[config.mk]
export PLATFORM = sky130hd
export DESIGN_NAME = micro_seq_flat
export DESIGN_NICKNAME = d
export VERILOG_FILES = /design/src/rtl/micro_pkg.sv /design/src/rtl/micro_seq_if.sv /design/src/rtl/micro_rom.sv /design/src/rtl/micro_seq.sv /design/src/flat_wrapper.sv
export SDC_FILE = /design/constraint.sdc
export NUM_CORES = 1
export LEC_CHECK = 0
export ABC_AREA = 1
export CAP_MARGIN = 15
export CORE_MARGIN = 4
export CORE_UTILIZATION = 50
export CTS_CLUSTER_SIZE = 16
export DETAILED_ROUTE_END_ITERATION = 10
export GPL_TIMING_DRIVEN = 0
export PLACE_DENSITY = 0.91
export SYNTH_ARGS = -nofsm -noshare
export SYNTH_HDL_FRONTEND = slang
export SYNTH_SLANG_ARGS = --single-unit
[constraint.sdc]
create_clock -name clk -period 4.9 [get_ports clk]
set_input_delay 1.47 -clock clk [delete_from_list [all_inputs] [get_ports clk]]
set_output_delay 1.47 -clock clk [all_outputs]
set_load 0.02 [all_outputs]
[src/rtl/micro_pkg.sv]
// Shared types for the multi-cycle MIPS control sequencer: micro-state encoding,
// opcode/funct constants, ALU function codes and the microword layout.
package micro_pkg;

   localparam int unsigned STATE_W = 4;
   localparam int unsigned OP_W    = 6;
   localparam int unsigned FN_W    = 6;
   localparam int unsigned ALU_W   = 3;

   typedef enum logic [STATE_W-1:0] {
      S_FETCH  = 4'd0,
      S_DECODE = 4'd1,
      S_MEMADR = 4'd2,
      S_MEMRD  = 4'd3,
      S_MEMWB  = 4'd4,
      S_MEMWR  = 4'd5,
      S_RTEXEC = 4'd6,
      S_RTWB   = 4'd7,
      S_BEQ    = 4'd8,
      S_J      = 4'd9,
      S_ADDIEX = 4'd10,
      S_ADDIWB = 4'd11
   } state_e;

   localparam logic [OP_W-1:0] OP_RTYPE = 6'h00;
   localparam logic [OP_W-1:0] OP_LW    = 6'h23;
   localparam logic [OP_W-1:0] OP_SW    = 6'h2B;
   localparam logic [OP_W-1:0] OP_BEQ   = 6'h04;
   localparam logic [OP_W-1:0] OP_J     = 6'h02;
   localparam logic [OP_W-1:0] OP_ADDI  = 6'h08;

   localparam logic [FN_W-1:0] FN_ADD = 6'h20;
   localparam logic [FN_W-1:0] FN_SUB = 6'h22;
   localparam logic [FN_W-1:0] FN_AND = 6'h24;
   localparam logic [FN_W-1:0] FN_OR  = 6'h25;
   localparam logic [FN_W-1:0] FN_NOR = 6'h27;
   localparam logic [FN_W-1:0] FN_SLT = 6'h2A;

   localparam logic [ALU_W-1:0] ALU_ADD = 3'b010;
   localparam logic [ALU_W-1:0] ALU_SUB = 3'b110;
   localparam logic [ALU_W-1:0] ALU_AND = 3'b000;
   localparam logic [ALU_W-1:0] ALU_OR  = 3'b001;
   localparam logic [ALU_W-1:0] ALU_NOR = 3'b011;
   localparam logic [ALU_W-1:0] ALU_SLT = 3'b111;

   localparam logic [1:0] SRCB_B      = 2'b00;
   localparam logic [1:0] SRCB_FOUR   = 2'b01;
   localparam logic [1:0] SRCB_IMM    = 2'b10;
   localparam logic [1:0] SRCB_IMM_SH = 2'b11;

   localparam logic [1:0] PCSRC_ALU    = 2'b00;
   localparam logic [1:0] PCSRC_ALUOUT = 2'b01;
   localparam logic [1:0] PCSRC_JUMP   = 2'b10;

   typedef enum logic [1:0] {
      NS_SEQ      = 2'd0,
      NS_DISPATCH = 2'd1,
      NS_FETCH    = 2'd2
   } next_sel_e;

   // wait_mem: state stalls on mem_ready and its completion strobes are gated by it
   typedef struct packed {
      logic             pc_write;
      logic             pc_write_cond;
      logic             iord;
      logic             mem_read;
      logic             mem_write;
      logic             ir_write;
      logic             reg_dst;
      logic             mem_to_reg;
      logic             reg_write;
      logic             alu_src_a;
      logic [1:0]       alu_src_b;
      logic [1:0]       pc_source;
      logic [ALU_W-1:0] alu_ctrl;
      logic             instr_done;
      logic             alu_by_funct;
      logic             wait_mem;
   } uword_t;

   // Returns {valid, alu_code}; unsupported funct yields {0, ADD}
   function automatic logic [ALU_W:0] funct_decode(input logic [FN_W-1:0] fn);
      case (fn)
         FN_ADD:  return {1'b1, ALU_ADD};
         FN_SUB:  return {1'b1, ALU_SUB};
         FN_AND:  return {1'b1, ALU_AND};
         FN_OR:   return {1'b1, ALU_OR};
         FN_NOR:  return {1'b1, ALU_NOR};
         FN_SLT:  return {1'b1, ALU_SLT};
         default: return {1'b0, ALU_ADD};
      endcase
   endfunction

endpackage

[src/rtl/micro_seq_if.sv]
// Datapath-facing signal bundle of the control sequencer.
interface micro_seq_if;
   import micro_pkg::*;

   logic [OP_W-1:0]    opcode;
   logic [FN_W-1:0]    funct;
   logic               zf;
   logic               mem_ready;
   logic               pc_en;
   logic               iord;
   logic               mem_read;
   logic               mem_write;
   logic               ir_write;
   logic               reg_dst;
   logic               mem_to_reg;
   logic               reg_write;
   logic               alu_src_a;
   logic [1:0]         alu_src_b;
   logic [1:0]         pc_source;
   logic [ALU_W-1:0]   alu_ctrl;
   logic [STATE_W-1:0] state;
   logic               instr_done;
   logic               illegal;
   logic               mem_timeout;

   modport master (
      input  opcode, funct, zf, mem_ready,
      output pc_en, iord, mem_read, mem_write, ir_write, reg_dst, mem_to_reg,
             reg_write, alu_src_a, alu_src_b, pc_source, alu_ctrl, state,
             instr_done, illegal, mem_timeout
   );

   modport slave (
      output opcode, funct, zf, mem_ready,
      input  pc_en, iord, mem_read, mem_write, ir_write, reg_dst, mem_to_reg,
             reg_write, alu_src_a, alu_src_b, pc_source, alu_ctrl, state,
             instr_done, illegal, mem_timeout
   );

endinterface

[src/rtl/micro_rom.sv]
// Control store: maps a micro-state to its microword and next-state select.
module micro_rom
   import micro_pkg::*;
(
   input  state_e    state,
   output uword_t    uword_c,
   output next_sel_e next_sel_c
);

   always_comb begin
      uword_c    = '0;
      next_sel_c = NS_FETCH;
      case (state)
         S_FETCH: begin
            uword_c.mem_read  = 1'b1;
            uword_c.ir_write  = 1'b1;
            uword_c.pc_write  = 1'b1;
            uword_c.alu_src_b = SRCB_FOUR;
            uword_c.pc_source = PCSRC_ALU;
            uword_c.alu_ctrl  = ALU_ADD;
            uword_c.wait_mem  = 1'b1;
            next_sel_c        = NS_SEQ;
         end
         S_DECODE: begin
            uword_c.alu_src_b = SRCB_IMM_SH;
            uword_c.alu_ctrl  = ALU_ADD;
            next_sel_c        = NS_DISPATCH;
         end
         S_MEMADR: begin
            uword_c.alu_src_a = 1'b1;
            uword_c.alu_src_b = SRCB_IMM;
            uword_c.alu_ctrl  = ALU_ADD;
            next_sel_c        = NS_DISPATCH;
         end
         S_MEMRD: begin
            uword_c.mem_read = 1'b1;
            uword_c.iord     = 1'b1;
            uword_c.wait_mem = 1'b1;
            next_sel_c       = NS_SEQ;
         end
         S_MEMWB: begin
            uword_c.reg_write  = 1'b1;
            uword_c.mem_to_reg = 1'b1;
            uword_c.instr_done = 1'b1;
         end
         S_MEMWR: begin
            uword_c.mem_write  = 1'b1;
            uword_c.iord       = 1'b1;
            uword_c.instr_done = 1'b1;
            uword_c.wait_mem   = 1'b1;
         end
         S_RTEXEC: begin
            uword_c.alu_src_a    = 1'b1;
            uword_c.alu_src_b    = SRCB_B;
            uword_c.alu_ctrl     = ALU_ADD;
            uword_c.alu_by_funct = 1'b1;
            next_sel_c           = NS_SEQ;
         end
         S_RTWB: begin
            uword_c.reg_write  = 1'b1;
            uword_c.reg_dst    = 1'b1;
            uword_c.instr_done = 1'b1;
         end
         S_BEQ: begin
            uword_c.alu_src_a     = 1'b1;
            uword_c.alu_src_b     = SRCB_B;
            uword_c.alu_ctrl      = ALU_SUB;
            uword_c.pc_write_cond = 1'b1;
            uword_c.pc_source     = PCSRC_ALUOUT;
            uword_c.instr_done    = 1'b1;
         end
         S_J: begin
            uword_c.pc_write   = 1'b1;
            uword_c.pc_source  = PCSRC_JUMP;
            uword_c.instr_done = 1'b1;
         end
         S_ADDIEX: begin
            uword_c.alu_src_a = 1'b1;
            uword_c.alu_src_b = SRCB_IMM;
            uword_c.alu_ctrl  = ALU_ADD;
            next_sel_c        = NS_SEQ;
         end
         S_ADDIWB: begin
            uword_c.reg_write  = 1'b1;
            uword_c.instr_done = 1'b1;
         end
         default: ;
      endcase
   end

endmodule

[src/rtl/micro_seq.sv]
// Microprogrammed sequencer for the multi-cycle MIPS datapath: state register,
// opcode/funct dispatch, memory-wait counter and reset-gated Moore outputs.
module micro_seq
   import micro_pkg::*;
#(
   parameter int unsigned WAIT_MAX = 15
) (
   input  logic       clk,
   input  logic       rst,
   micro_seq_if.master bus
);

   localparam int unsigned CNT_W = (WAIT_MAX < 1) ? 1 : $clog2(WAIT_MAX + 1);

   state_e           state_q, state_d;
   logic [CNT_W-1:0] wait_cnt_q, wait_cnt_d;
   logic             mem_timeout_q, mem_timeout_d;

   uword_t           rom_c;
   next_sel_e        nsel_c;
   logic             hold_c;
   logic             illegal_c;
   logic             en_c;
   logic             done_en_c;
   logic [ALU_W:0]   fdec_c;

   micro_rom u_rom (
      .state      (state_q),
      .uword_c    (rom_c),
      .next_sel_c (nsel_c)
   );

   assign hold_c    = rom_c.wait_mem & ~bus.mem_ready;
   assign fdec_c    = funct_decode(bus.funct);
   assign en_c      = ~rst;
   assign done_en_c = en_c & ~hold_c;

   // Next-state selection; illegal R-type funct is caught here rather than in RTEXEC
   always_comb begin
      state_d   = state_q;
      illegal_c = 1'b0;
      case (nsel_c)
         NS_SEQ: begin
            if (!hold_c) state_d = state_e'(state_q + STATE_W'(1));
         end
         NS_FETCH: begin
            if (!hold_c) state_d = S_FETCH;
         end
         NS_DISPATCH: begin
            if (state_q == S_MEMADR) begin
               state_d = (bus.opcode == OP_SW) ? S_MEMWR : S_MEMRD;
            end else begin
               case (bus.opcode)
                  OP_RTYPE: begin
                     if (fdec_c[ALU_W]) begin
                        state_d = S_RTEXEC;
                     end else begin
                        state_d   = S_FETCH;
                        illegal_c = 1'b1;
                     end
                  end
                  OP_LW, OP_SW: state_d = S_MEMADR;
                  OP_BEQ:       state_d = S_BEQ;
                  OP_J:         state_d = S_J;
                  OP_ADDI:      state_d = S_ADDIEX;
                  default: begin
                     state_d   = S_FETCH;
                     illegal_c = 1'b1;
                  end
               endcase
            end
         end
         default: state_d = S_FETCH;
      endcase
   end

   // Wait counter restarts on every state change; timeout is sticky until reset
   always_comb begin
      wait_cnt_d    = wait_cnt_q;
      mem_timeout_d = mem_timeout_q;
      if (state_d != state_q) begin
         wait_cnt_d = '0;
      end else if (hold_c) begin
         if (wait_cnt_q != CNT_W'(WAIT_MAX)) wait_cnt_d = wait_cnt_q + CNT_W'(1);
         if ((32'(wait_cnt_q) + 32'd1) >= WAIT_MAX) mem_timeout_d = 1'b1;
      end
   end

   always_ff @(posedge clk) begin
      if (rst) begin
         state_q       <= S_FETCH;
         wait_cnt_q    <= '0;
         mem_timeout_q <= 1'b0;
      end else begin
         state_q       <= state_d;
         wait_cnt_q    <= wait_cnt_d;
         mem_timeout_q <= mem_timeout_d;
      end
   end

   // Moore decode, forced to zero while reset is held
   assign bus.pc_en       = (done_en_c & rom_c.pc_write) | (en_c & rom_c.pc_write_cond & bus.zf);
   assign bus.ir_write    = done_en_c & rom_c.ir_write;
   assign bus.instr_done  = done_en_c & rom_c.instr_done;
   assign bus.iord        = en_c & rom_c.iord;
   assign bus.mem_read    = en_c & rom_c.mem_read;
   assign bus.mem_write   = en_c & rom_c.mem_write;
   assign bus.reg_dst     = en_c & rom_c.reg_dst;
   assign bus.mem_to_reg  = en_c & rom_c.mem_to_reg;
   assign bus.reg_write   = en_c & rom_c.reg_write;
   assign bus.alu_src_a   = en_c & rom_c.alu_src_a;
   assign bus.alu_src_b   = en_c ? rom_c.alu_src_b : 2'b00;
   assign bus.pc_source   = en_c ? rom_c.pc_source : 2'b00;
   assign bus.alu_ctrl    = !en_c ? ALU_W'(0) :
                            (rom_c.alu_by_funct ? fdec_c[ALU_W-1:0] : rom_c.alu_ctrl);
   assign bus.state       = en_c ? STATE_W'(state_q) : STATE_W'(0);
   assign bus.illegal     = en_c & illegal_c;
   assign bus.mem_timeout = en_c & mem_timeout_q;

endmodule

[src/flat_wrapper.sv]
// flat-port wrapper written by rule: the top's interface ports become plain ports
module micro_seq_flat import micro_pkg::*;
#(
   parameter int unsigned WAIT_MAX = 15
)
  (clk, rst, bus_opcode, bus_funct, bus_zf, bus_mem_ready, bus_pc_en, bus_iord, bus_mem_read, bus_mem_write, bus_ir_write, bus_reg_dst, bus_mem_to_reg, bus_reg_write, bus_alu_src_a, bus_alu_src_b, bus_pc_source, bus_alu_ctrl, bus_state, bus_instr_done, bus_illegal, bus_mem_timeout);
  micro_seq_if bus_i ();
  input  logic clk;
  input  logic rst;
  input wire logic [$bits(bus_i.opcode)-1:0] bus_opcode;
  input wire logic [$bits(bus_i.funct)-1:0] bus_funct;
  input wire logic [$bits(bus_i.zf)-1:0] bus_zf;
  input wire logic [$bits(bus_i.mem_ready)-1:0] bus_mem_ready;
  output wire logic [$bits(bus_i.pc_en)-1:0] bus_pc_en;
  output wire logic [$bits(bus_i.iord)-1:0] bus_iord;
  output wire logic [$bits(bus_i.mem_read)-1:0] bus_mem_read;
  output wire logic [$bits(bus_i.mem_write)-1:0] bus_mem_write;
  output wire logic [$bits(bus_i.ir_write)-1:0] bus_ir_write;
  output wire logic [$bits(bus_i.reg_dst)-1:0] bus_reg_dst;
  output wire logic [$bits(bus_i.mem_to_reg)-1:0] bus_mem_to_reg;
  output wire logic [$bits(bus_i.reg_write)-1:0] bus_reg_write;
  output wire logic [$bits(bus_i.alu_src_a)-1:0] bus_alu_src_a;
  output wire logic [$bits(bus_i.alu_src_b)-1:0] bus_alu_src_b;
  output wire logic [$bits(bus_i.pc_source)-1:0] bus_pc_source;
  output wire logic [$bits(bus_i.alu_ctrl)-1:0] bus_alu_ctrl;
  output wire logic [$bits(bus_i.state)-1:0] bus_state;
  output wire logic [$bits(bus_i.instr_done)-1:0] bus_instr_done;
  output wire logic [$bits(bus_i.illegal)-1:0] bus_illegal;
  output wire logic [$bits(bus_i.mem_timeout)-1:0] bus_mem_timeout;
  assign bus_i.opcode = bus_opcode;
  assign bus_i.funct = bus_funct;
  assign bus_i.zf = bus_zf;
  assign bus_i.mem_ready = bus_mem_ready;
  assign bus_pc_en = bus_i.pc_en;
  assign bus_iord = bus_i.iord;
  assign bus_mem_read = bus_i.mem_read;
  assign bus_mem_write = bus_i.mem_write;
  assign bus_ir_write = bus_i.ir_write;
  assign bus_reg_dst = bus_i.reg_dst;
  assign bus_mem_to_reg = bus_i.mem_to_reg;
  assign bus_reg_write = bus_i.reg_write;
  assign bus_alu_src_a = bus_i.alu_src_a;
  assign bus_alu_src_b = bus_i.alu_src_b;
  assign bus_pc_source = bus_i.pc_source;
  assign bus_alu_ctrl = bus_i.alu_ctrl;
  assign bus_state = bus_i.state;
  assign bus_instr_done = bus_i.instr_done;
  assign bus_illegal = bus_i.illegal;
  assign bus_mem_timeout = bus_i.mem_timeout;
  micro_seq #(.WAIT_MAX(WAIT_MAX)) u_core (.clk(clk), .rst(rst), .bus(bus_i));
endmodule
==> results.sh <==
export IMPL_layout_area_overhead_vs_synth_pct=37.3
export IMPL_synth_area_per_cell_um2=5.63
export IMPL_routed_wl_um=3150
export IMPL_ys_warnings_count=0
export IMPL_start_util_pct=53.2
export IMPL_detail_route_first_pass_iterations=4
export IMPL_seq_power_share_pct=15.8
export IMPL_cts_sinks=9
export IMPL_setup_worst_path_start_class="primary input"
export IMPL_power_switching_share_pct=53.5
export IMPL_largest_net_degree_at_the_start_of_global_routing=11
export IMPL_synth_edff_count=0
export IMPL_core_um2=2230
export IMPL_timing_final_setup_violations=0
export IMPL_hold_path_class="reg -> reg"
export IMPL_synthesis_instances=211
export IMPL_floorplan_die_width_um=56.7
export IMPL_final_layout_size_suffix_gt1_share_pct=8.30
export IMPL_commonest_non_fill_non_tap_cells_in_the_layout="nand2_1 (53), clkdlybuf4s50_1 (37), inv_1 (35), nor2_1 (27), nand3_1 (21)"
export IMPL_synth_cell_area_um2=1190
export IMPL_place_area_um2=1600
export IMPL_synth_simple_gate_area_share_pct=50.8
export IMPL_synth_top_cells_by_area="nand2_1 (17%), dfxtp_1 (15%), inv_1 (11%)"
export IMPL_synth_sequential_area_ratio_pct=15.2
export IMPL_route_vias_total=1452
export IMPL_htreeDepth=1
export IMPL_critPathRequiredTime_ps=3430
export IMPL_final_cell_area_um2=1630
export IMPL_chip_height_um=56.7
export IMPL_status="finished, final reports clean"
export IMPL_mostFrequentLayoutCell="nand2_1"
export IMPL_asyncSetResetFlopFracSynth_pct=0
export IMPL_synthesized_area_fraction_occupied_by_ao_oa_aoi_and_oai_cells_pct=11.4
export IMPL_post_cts_buffers=0
export IMPL_timing_worst_setup_path_type="in -> out"
export IMPL_clock_insertion_delay_worst_skew_ps=250
export IMPL_io_buffer_count=38
export IMPL_layout_nets=277
export IMPL_synth_seq_cells=9
export IMPL_netSwitchingPower_uw=361
export IMPL_tightest_slew_ps=459
export IMPL_clock_root_buffer="clkbuf_4"
export IMPL_synth_cell_type_count=27
export IMPL_final_cell_count_no_fill=281
export IMPL_setup_worst_path_end_class="output pin"
export IMPL_timing_max_transition_violations_final=0
export IMPL_avgRoutedWirePerCell_um=11.2
export IMPL_tritoncts_num_buffers=3
export IMPL_grt_first_pass_wirelength_um=5620
export IMPL_vias_per_cell=5.17
export IMPL_prevailing_post_synth_register_cell="dfxtp_1"
export IMPL_rsz_0062_raised_after_global_routing="no"
export IMPL_portion_of_synthesized_cell_area_occupied_by_the_leading_cell_type_pct=16.8
export IMPL_synth_mux_area_share_pct=0
export IMPL_synth_top_family_by_area="simple AND/OR/NAND/NOR gates"
export IMPL_cts_max_path_bufs=2
export IMPL_grt_util_all_layers_pct=21.2
export IMPL_dpl_hpwl_um=2620
export IMPL_post_synth_fa_ha_maj_area_fraction_pct=7.38
export IMPL_synth_xor_area_share_pct=2.95
export IMPL_drt_antenna_violating_nets=0
export IMPL_power_report_internal_total_uw=314
export IMPL_critPathMaxFanout=10
export IMPL_routabilityCongestion=0.915
export IMPL_die_outline_area_um2=3220
export IMPL_max_cap_violations=0
export IMPL_first_global_vias=1361
export IMPL_cts_clk_slew_worst_paths_ps=60
export IMPL_timing_critical_path_arrival_ps=3270
export IMPL_drt_iter0_markers=52
export IMPL_remaining_drc_errors=0
export IMPL_fin_crit_sh_pct=96.8
export IMPL_share_comb_of_total_power_pct=76.0
export IMPL_placedCellCount=277
export IMPL_hold_violations=0
export IMPL_power_leakage_uw=0.000838
export IMPL_clock_fmax_mhz=211
export IMPL_slew_headroom_pct=69.4
export IMPL_max_vdd_ir_drop_mv=0.446
export IMPL_placement_rows=17
export IMPL_io_pins=39
export IMPL_yosys_area_top_type="nand2_1"
export IMPL_cts_tree="built"
export IMPL_synth_nets=234
export IMPL_overflow=0
export IMPL_antenna_diode_count=0
export IMPL_final_min_clock_period_ps=4740
export IMPL_clock_skew_final_ps=3.00
export IMPL_pwr_density_nw_per_um2=414
export IMPL_pwr_share_clk_pct=8.2
export IMPL_grt_antenna_before_repair=0
[power groups by stage]
stage | clock [µW] | combinational, µW | sequential, µW
5_1_grt | 62.6 | 572 | 110
4_1_cts | 58.0 | 513 | 106
2_1_floorplan | 0 | 369 | 104
3_5_place_dp | 0 | 512 | 108
6_report | 55.3 | 513 | 107
3_3_place_gp | 0 | 504 | 107
[synth_stat cells, types with 4 or more instances]
cell / instances
dfxtp_1: 9
xor2_1: 4
nor3_1: 10
a21oi_1: 9
nor2_1: 27
o21ai_0: 4
nand3_1: 21
nand4_1: 7
inv_1: 35
nand2_1: 53
ha_1: 7
nand2_2: 5
[registers in the layout, indices dropped and copies added (netlist names)]
signal                flops
u_core.wait_cnt_q         4
u_core.mem_timeout_q      1
u_core.state_q            4
[per-layer routing]
| layer | up-vias | track usage (%) | share of wire [%] |
|---|---|---|---|
| li1 | 768 | - | - |
| met1 | 640 | 26.0 | 44 |
| met2 | 40 | 36.5 | 49 |
| met3 | 4 | 3.45 | 6.0 |
| met4 | 0 | 8.28 | 0.98 |
| met5 | - | 0 | 0 |
[final timing paths]
kind                                            from              endpoint  slack (ps)  cells after the start
worst max-delay path                             rst          bus_state[3]         160                      5
worst min register to register  u_core.mem_timeout_q  u_core.mem_timeout_q         450                      2
worst max register to register     u_core.state_q[0]  u_core.wait_cnt_q[2]        2200                     13
worst min-delay path            u_core.mem_timeout_q  u_core.mem_timeout_q         450                      2
[per-stage QoR]
stage / utilization (%) / hold WS (ps) / setup TNS, ps / setup WS, ps / power, µW
floorplan: - / 421 / 0 / 485 / 473
global placement: 71.8 / 435 / -70.1 / -70.1 / 612
detailed placement: 71.8 / 441 / -108 / -108 / 620
CTS: 72.9 / 455 / 0 / 37.4 / 677
global route: 73.0 / 498 / 0 / 22.8 / 744
finish: 73.0 / 448 / 0 / 155 / 675
[critical path: stages]
cell             delay (ps)
clkdlybuf4s50_1         480
clkbuf_1                380
clkbuf_2                320
nor2_1                   90
clkdlybuf4s50_1         540
[cell type report]
| class | count | area (µm²) |
|---|---|---|
| clock buffers | 4 | 26.3 |
| inverters | 37 | 139 |
| multi-input cells | 163 | 862 |
| fillers | 204 | 603 |
| flip-flops and latches | 9 | 180 |
| repair buffers | 38 | 379 |
| plain buffers | 2 | 8.76 |
| well taps | 28 | 35.0 |
[kinds of logic (layout without fill, tap and decap cells)]
| family | count (synthesis) | count (layout) |
|---|---|---|
| AO/OA/AOI/OAI | 21 | 21 |
| buffers and inverters | 39 | 81 |
| XOR/XNOR | 4 | 4 |
| AND/OR/NAND/NOR | 131 | 131 |
| flip-flops | 9 | 9 |
| adder cells (fa/ha/maj) | 7 | 7 |
[repair_timing]
item,4_1_cts,5_1_grt
hold buffers,0,0
resized for setup,1,2
endpoints found under the setup margin,1,10
(Power assumes the default switching activity.)
